**config.mk**
```make
export PLATFORM = sky130hd
export DESIGN_NAME = ccr_exmem_stage
export DESIGN_NICKNAME = d
export VERILOG_FILES = /design/src/rtl/ccr_exmem_stage.sv
export SDC_FILE = /design/constraint.sdc
export NUM_CORES = 1
export LEC_CHECK = 0
export ABC_AREA = 1
export CORE_MARGIN = 10
export CORE_UTILIZATION = 35
export DETAILED_ROUTE_END_ITERATION = 16
export HOLD_SLACK_MARGIN = 0.08
export PLACE_DENSITY = 0.79
export SYNTH_ARGS = -nofsm -noshare
export SYNTH_HDL_FRONTEND = slang
export SYNTH_SLANG_ARGS = --single-unit
```
**constraint.sdc**
```tcl
create_clock -name clk -period 1.3 [get_ports clk]
set_clock_uncertainty 0.2 [all_clocks]
set_input_delay 0.325 -clock clk [delete_from_list [all_inputs] [get_ports clk]]
set_output_delay 0.325 -clock clk [all_outputs]
set_load 0.01 [all_outputs]
```
**src/rtl/ccr_exmem_stage.sv**
```systemverilog
// ccr_exmem_stage
// EX/MEM pipeline register that sits directly behind the 16-bit ALU.
// It owns the architectural carry/zero condition-code register, which it
// feeds back to the ALU, and it cancels the register write of conditional
// ADD/NAND instructions whose condition is false ("squash").
//
// Optional feature: define CCR_SQUASH_CNT_EN to build a saturating counter
// of squashed conditionals on squash_count. Without the macro,
// squash_count is tied to zero and no counter logic is built.
module ccr_exmem_stage #(
  parameter int CCR_CNT_W = 16
) (
  input  logic                 clk,
  input  logic                 reset,
  input  logic                 ex_valid,
  input  logic [2:0]           ex_alu_control,
  input  logic [15:0]          ex_out_alu,
  input  logic                 ex_carry_out,
  input  logic                 ex_zero_out,
  input  logic                 ex_ccr_enable,
  input  logic [2:0]           ex_rd,
  input  logic                 ex_reg_write,
  input  logic                 mem_stall,
  input  logic                 flush,
  output logic                 ex_ready,
  output logic                 carry_flag,
  output logic                 zero_flag,
  output logic                 mem_valid,
  output logic [15:0]          mem_result,
  output logic [2:0]           mem_rd,
  output logic                 mem_reg_write,
  output logic                 mem_squashed,
  output logic [CCR_CNT_W-1:0] squash_count
);

  // Opcode encodings understood by this stage
  localparam logic [2:0] OP_ADD   = 3'b000;
  localparam logic [2:0] OP_ADC   = 3'b001;
  localparam logic [2:0] OP_ADZ   = 3'b010;
  localparam logic [2:0] OP_ADL   = 3'b011;
  localparam logic [2:0] OP_NDU   = 3'b100;
  localparam logic [2:0] OP_NDC   = 3'b101;
  localparam logic [2:0] OP_NDZ   = 3'b110;
  localparam logic [2:0] OP_ADX   = 3'b111;

  logic is_add_class;
  logic is_nand_class;
  logic is_carry_cond;
  logic is_zero_cond;
  logic sq;
  logic adv;
  logic flag_write;

  // The ALU may only advance into MEM when MEM is not being held
  assign ex_ready = !mem_stall;

  // Decode the opcode into classes and work out advance / squash
  always_comb begin
    is_add_class  = 1'b0;
    is_nand_class = 1'b0;
    is_carry_cond = 1'b0;
    is_zero_cond  = 1'b0;

    case (ex_alu_control)
      OP_ADD, OP_ADL, OP_ADX: is_add_class = 1'b1;
      OP_ADC: begin
        is_add_class  = 1'b1;
        is_carry_cond = 1'b1;
      end
      OP_ADZ: begin
        is_add_class = 1'b1;
        is_zero_cond = 1'b1;
      end
      OP_NDU: is_nand_class = 1'b1;
      OP_NDC: begin
        is_nand_class = 1'b1;
        is_carry_cond = 1'b1;
      end
      OP_NDZ: begin
        is_nand_class = 1'b1;
        is_zero_cond  = 1'b1;
      end
      default: begin
        is_add_class  = 1'b0;
        is_nand_class = 1'b0;
      end
    endcase

    // The condition is judged against our own architectural flags; the
    // ALU's enable says nothing about whether the condition held.
    sq = (is_carry_cond & !carry_flag) | (is_zero_cond & !zero_flag);

    adv = ex_valid & !flush & !mem_stall;

    flag_write = adv & !sq & ex_ccr_enable;
  end

  // EX/MEM pipeline register: load on advance, insert a bubble when not
  // stalled and nothing advances, hold everything while stalled
  always_ff @(posedge clk) begin
    if (reset) begin
      mem_valid     <= 1'b0;
      mem_result    <= 16'h0000;
      mem_rd        <= 3'b000;
      mem_reg_write <= 1'b0;
      mem_squashed  <= 1'b0;
    end else if (!mem_stall) begin
      if (adv) begin
        mem_valid     <= 1'b1;
        mem_result    <= ex_out_alu;
        mem_rd        <= ex_rd;
        mem_reg_write <= ex_reg_write & !sq;
        mem_squashed  <= sq;
      end else begin
        mem_valid     <= 1'b0;
        mem_reg_write <= 1'b0;
        mem_squashed  <= 1'b0;
      end
    end
  end

  // Condition-code register: Z follows every flag-writing instruction,
  // C only follows the ADD class (NAND cannot produce a carry)
  always_ff @(posedge clk) begin
    if (reset) begin
      carry_flag <= 1'b0;
      zero_flag  <= 1'b0;
    end else if (flag_write) begin
      zero_flag <= ex_zero_out;
      if (is_add_class) begin
        carry_flag <= ex_carry_out;
      end
    end
  end

`ifdef CCR_SQUASH_CNT_EN
  localparam logic [CCR_CNT_W-1:0] CNT_MAX = {CCR_CNT_W{1'b1}};
  localparam logic [CCR_CNT_W-1:0] CNT_ONE = {{(CCR_CNT_W-1){1'b0}}, 1'b1};

  // Saturating count of squashed conditionals; only reset clears it
  always_ff @(posedge clk) begin
    if (reset) begin
      squash_count <= '0;
    end else if (adv && sq && (squash_count != CNT_MAX)) begin
      squash_count <= squash_count + CNT_ONE;
    end
  end
`else
  assign squash_count = '0;
`endif

  // is_nand_class is decoded for completeness of the class table; the
  // carry rule only needs the ADD side of it
  logic unused_nand;
  assign unused_nand = is_nand_class;

endmodule

```
==> run metrics <==
Worst path max stage delay=0.35 ns; fin crit period=1.308 ns; share of layout cells above drive strength 1=40.69%; htree depth=1; RSZ-0062 raised after global routing=yes; max cap viols=0; CTS tree=built; first-pass GRT wire length=4.995 mm; critical path's top delay family=flip-flops; # DRC=0; Critical Path Source Type=flop; Tcrit/Tclk final=100.6%; crit-path cells=buf_6; WS Path Type=reg2out; Top Metal Used=met4; VDD IR-drop max=0.0008749 V; Hold Path Class=in2reg; Yosys reg bits=24; GPL Wtd Cong=0.7141; fmax=764.4 MHz; layout net count=236; Power Density=931.2 mW/mm^2; leak pwr=0.8506 nW; cells after synthesis=136; core area=0.002829 sq mm; post-synthesis sequential area ratio=45.34%; Clock Tree Buf Depth=2; setup TNS=-0.05616 ns; Final Hold Viols=0; clk sinks=24; met2 WL=1.507 mm; status=finished with violations; Clk Latency, worst-skew pair=0.31 ns; hold buffer count at CTS=0; commonest non-fill, non-tap cells in the layout=nor2_1, buf_6, clkdlybuf4s50_1; worst-path fanout max=2; Post-Place Worst Slack=-0.5644 ns; fill cell count=259; number of top-level pins=72; YS warnings=0; Worst Path Buf+Inv=1; die height=75.03 microns; diode count=0; M1 wire length=1.158 mm; 1st-iter DRT viols=18; number of global-route vias before repair=1047; pin count of the biggest net entering global routing=21; met3 wire len=457 microns; Die Area=0.005629 sq mm; total track usage=11.38%; most common cell after layout, fill and taps aside=nor2_1; total wire length=3.136 mm; Arr. time, crit path=0.78 ns; std cell rows=19; # setup viols final=20; Pins Over Slew Limit=0; total CTS buffers=3; Clock transition at path regs=0.13 ns; Syn Std Cell Area=0.001060 sq mm; failing checks=negative setup slack; Slowest cell on crit path=dfxtp_2; initial core utilization=37.46%; total grt overflow=0; Netlist cell types=19; CP Data Required Time=0.77 ns; initial antenna violation count=0; syn avg cell area=7.792 sq um; Crit. End Element=output port; Via Count=1031; final setup margin=-0.008277 ns; Port Buf Inserts=55; Routed Antenna Nets=0; Vias/cell=4.387; Area growth syn-to-layout=69.19%; Die X=75.03 microns; Root Buffer=clkbuf_4; DP HPWL=2.362 mm; Detailed Routing Iterations Pass 1=4; WL/cell=13.34 microns
[where the power goes]
part | internal [mW] | switching [mW]
clock network | 0.312 | 0.231
logic | 0.190 | 0.140
registers | 0.776 | 0.0219
total | 1.28 | 0.392
[flip-flops by register name (all words and copies together) (netlist names)]
name	count
mem_result	16
mem_rd	3
carry_flag	1
mem_reg_write	1
mem_squashed	1
mem_valid	1
zero_flag	1
[layout make-up]
cell class                      instances  area, sq um  share of cell area [%]
Clock inverter                          1        30.03                   1.675
Tap cell                               31        38.79                   2.163
Inverter                                6        30.03                   1.675
Multi-Input combinational cell         99        455.4                   25.40
Sequential cell                        24        510.5                   28.47
Timing Repair Buffer                   71        705.7                   39.36
Clock buffer                            3        22.52                   1.256
[timing repair]
action | in CTS | in global routing
pin swaps | 3 | 3
cloned | 1 | 0
hold endpoints to repair | 0 | 0
gates resized for setup | 160 | 5
setup buffers | 3 | 2
endpoints found under the setup margin | 49 | 27
[cell families (layout without fill, tap and decap cells)]
family	after synthesis	after routing	share of synthesized area, %
other cells	1	16	0.3539
simple gates	61	61	24.68
compound gates	22	22	11.10
buf+inv	28	81	18.54
flops	24	24	45.34
[synthesized netlist by cell type]
| cell | number | share of area, % |
|---|---|---|
| a21oi_1 | 1 | 0.47 |
| a21oi_2 | 2 | 1.7 |
| buf_4 | 16 | 11 |
| buf_6 | 4 | 4.2 |
| clkbuf_1 | 1 | 0.35 |
| clkbuf_2 | 1 | 0.47 |
| conb_1 | 1 | 0.35 |
| dfxtp_1 | 24 | 45 |
| inv_1 | 5 | 1.8 |
| inv_2 | 1 | 0.35 |
| nand2_1 | 14 | 5.0 |
| nand3_1 | 2 | 0.94 |
| nand3_2 | 1 | 0.94 |
| nand4_2 | 1 | 1.2 |
| nor2_1 | 39 | 14 |
| nor2_2 | 3 | 1.8 |
| nor2_4 | 1 | 1.1 |
| o21ai_0 | 18 | 8.5 |
| o21ai_1 | 1 | 0.47 |
[worst register-to-register path: cells and delay by family, from the launching register on]
family | cells | cell delay [ns]
and+or+nand+nor | 7 | 0.49
buffers and inverters | 1 | 0.06
DFF | 1 | 0.36
[layer usage]
layer | GRT usage, % | up-vias
met1 | 11.81 | 455
met5 | 0 | -
met2 | 19.33 | 43
met4 | 2.521 | 0
met3 | 6.833 | 2
li1 | - | 531
[worst paths after layout]
path,start,endpoint,slack (ns),depth (start not counted)
min reg2reg,mem_valid$_SDFFE_PP0N_,mem_valid$_SDFFE_PP0N_,0.28,2
min,mem_stall,mem_reg_write$_SDFFE_PP0N_,0.26,4
max,mem_result[2]$_SDFFE_PP0P_,mem_result[2],-0.008,1
max reg2reg,zero_flag$_SDFFE_PP0P_,carry_flag$_SDFFE_PP0P_,0.15,8
[per-stage QoR]
| stage | instances | power [mW] | area (sq um) | util (%) | hold slack (ns) |
|---|---|---|---|---|---|
| 2_1_floorplan | 151 | 0.9488 | 1116 | - | 0.1874 |
| 3_3_place_gp | 225 | 1.105 | 1607 | 56.79 | 0.2541 |
| 3_5_place_dp | 225 | 1.107 | 1607 | 56.79 | 0.2584 |
| 4_1_cts | 233 | 1.680 | 1763 | 62.32 | 0.2836 |
| 5_1_grt | 235 | 1.754 | 1793 | 63.38 | 0.2714 |
| 6_report | 235 | 1.670 | 1793 | 63.38 | 0.2614 |
(Power assumes the default switching activity.)
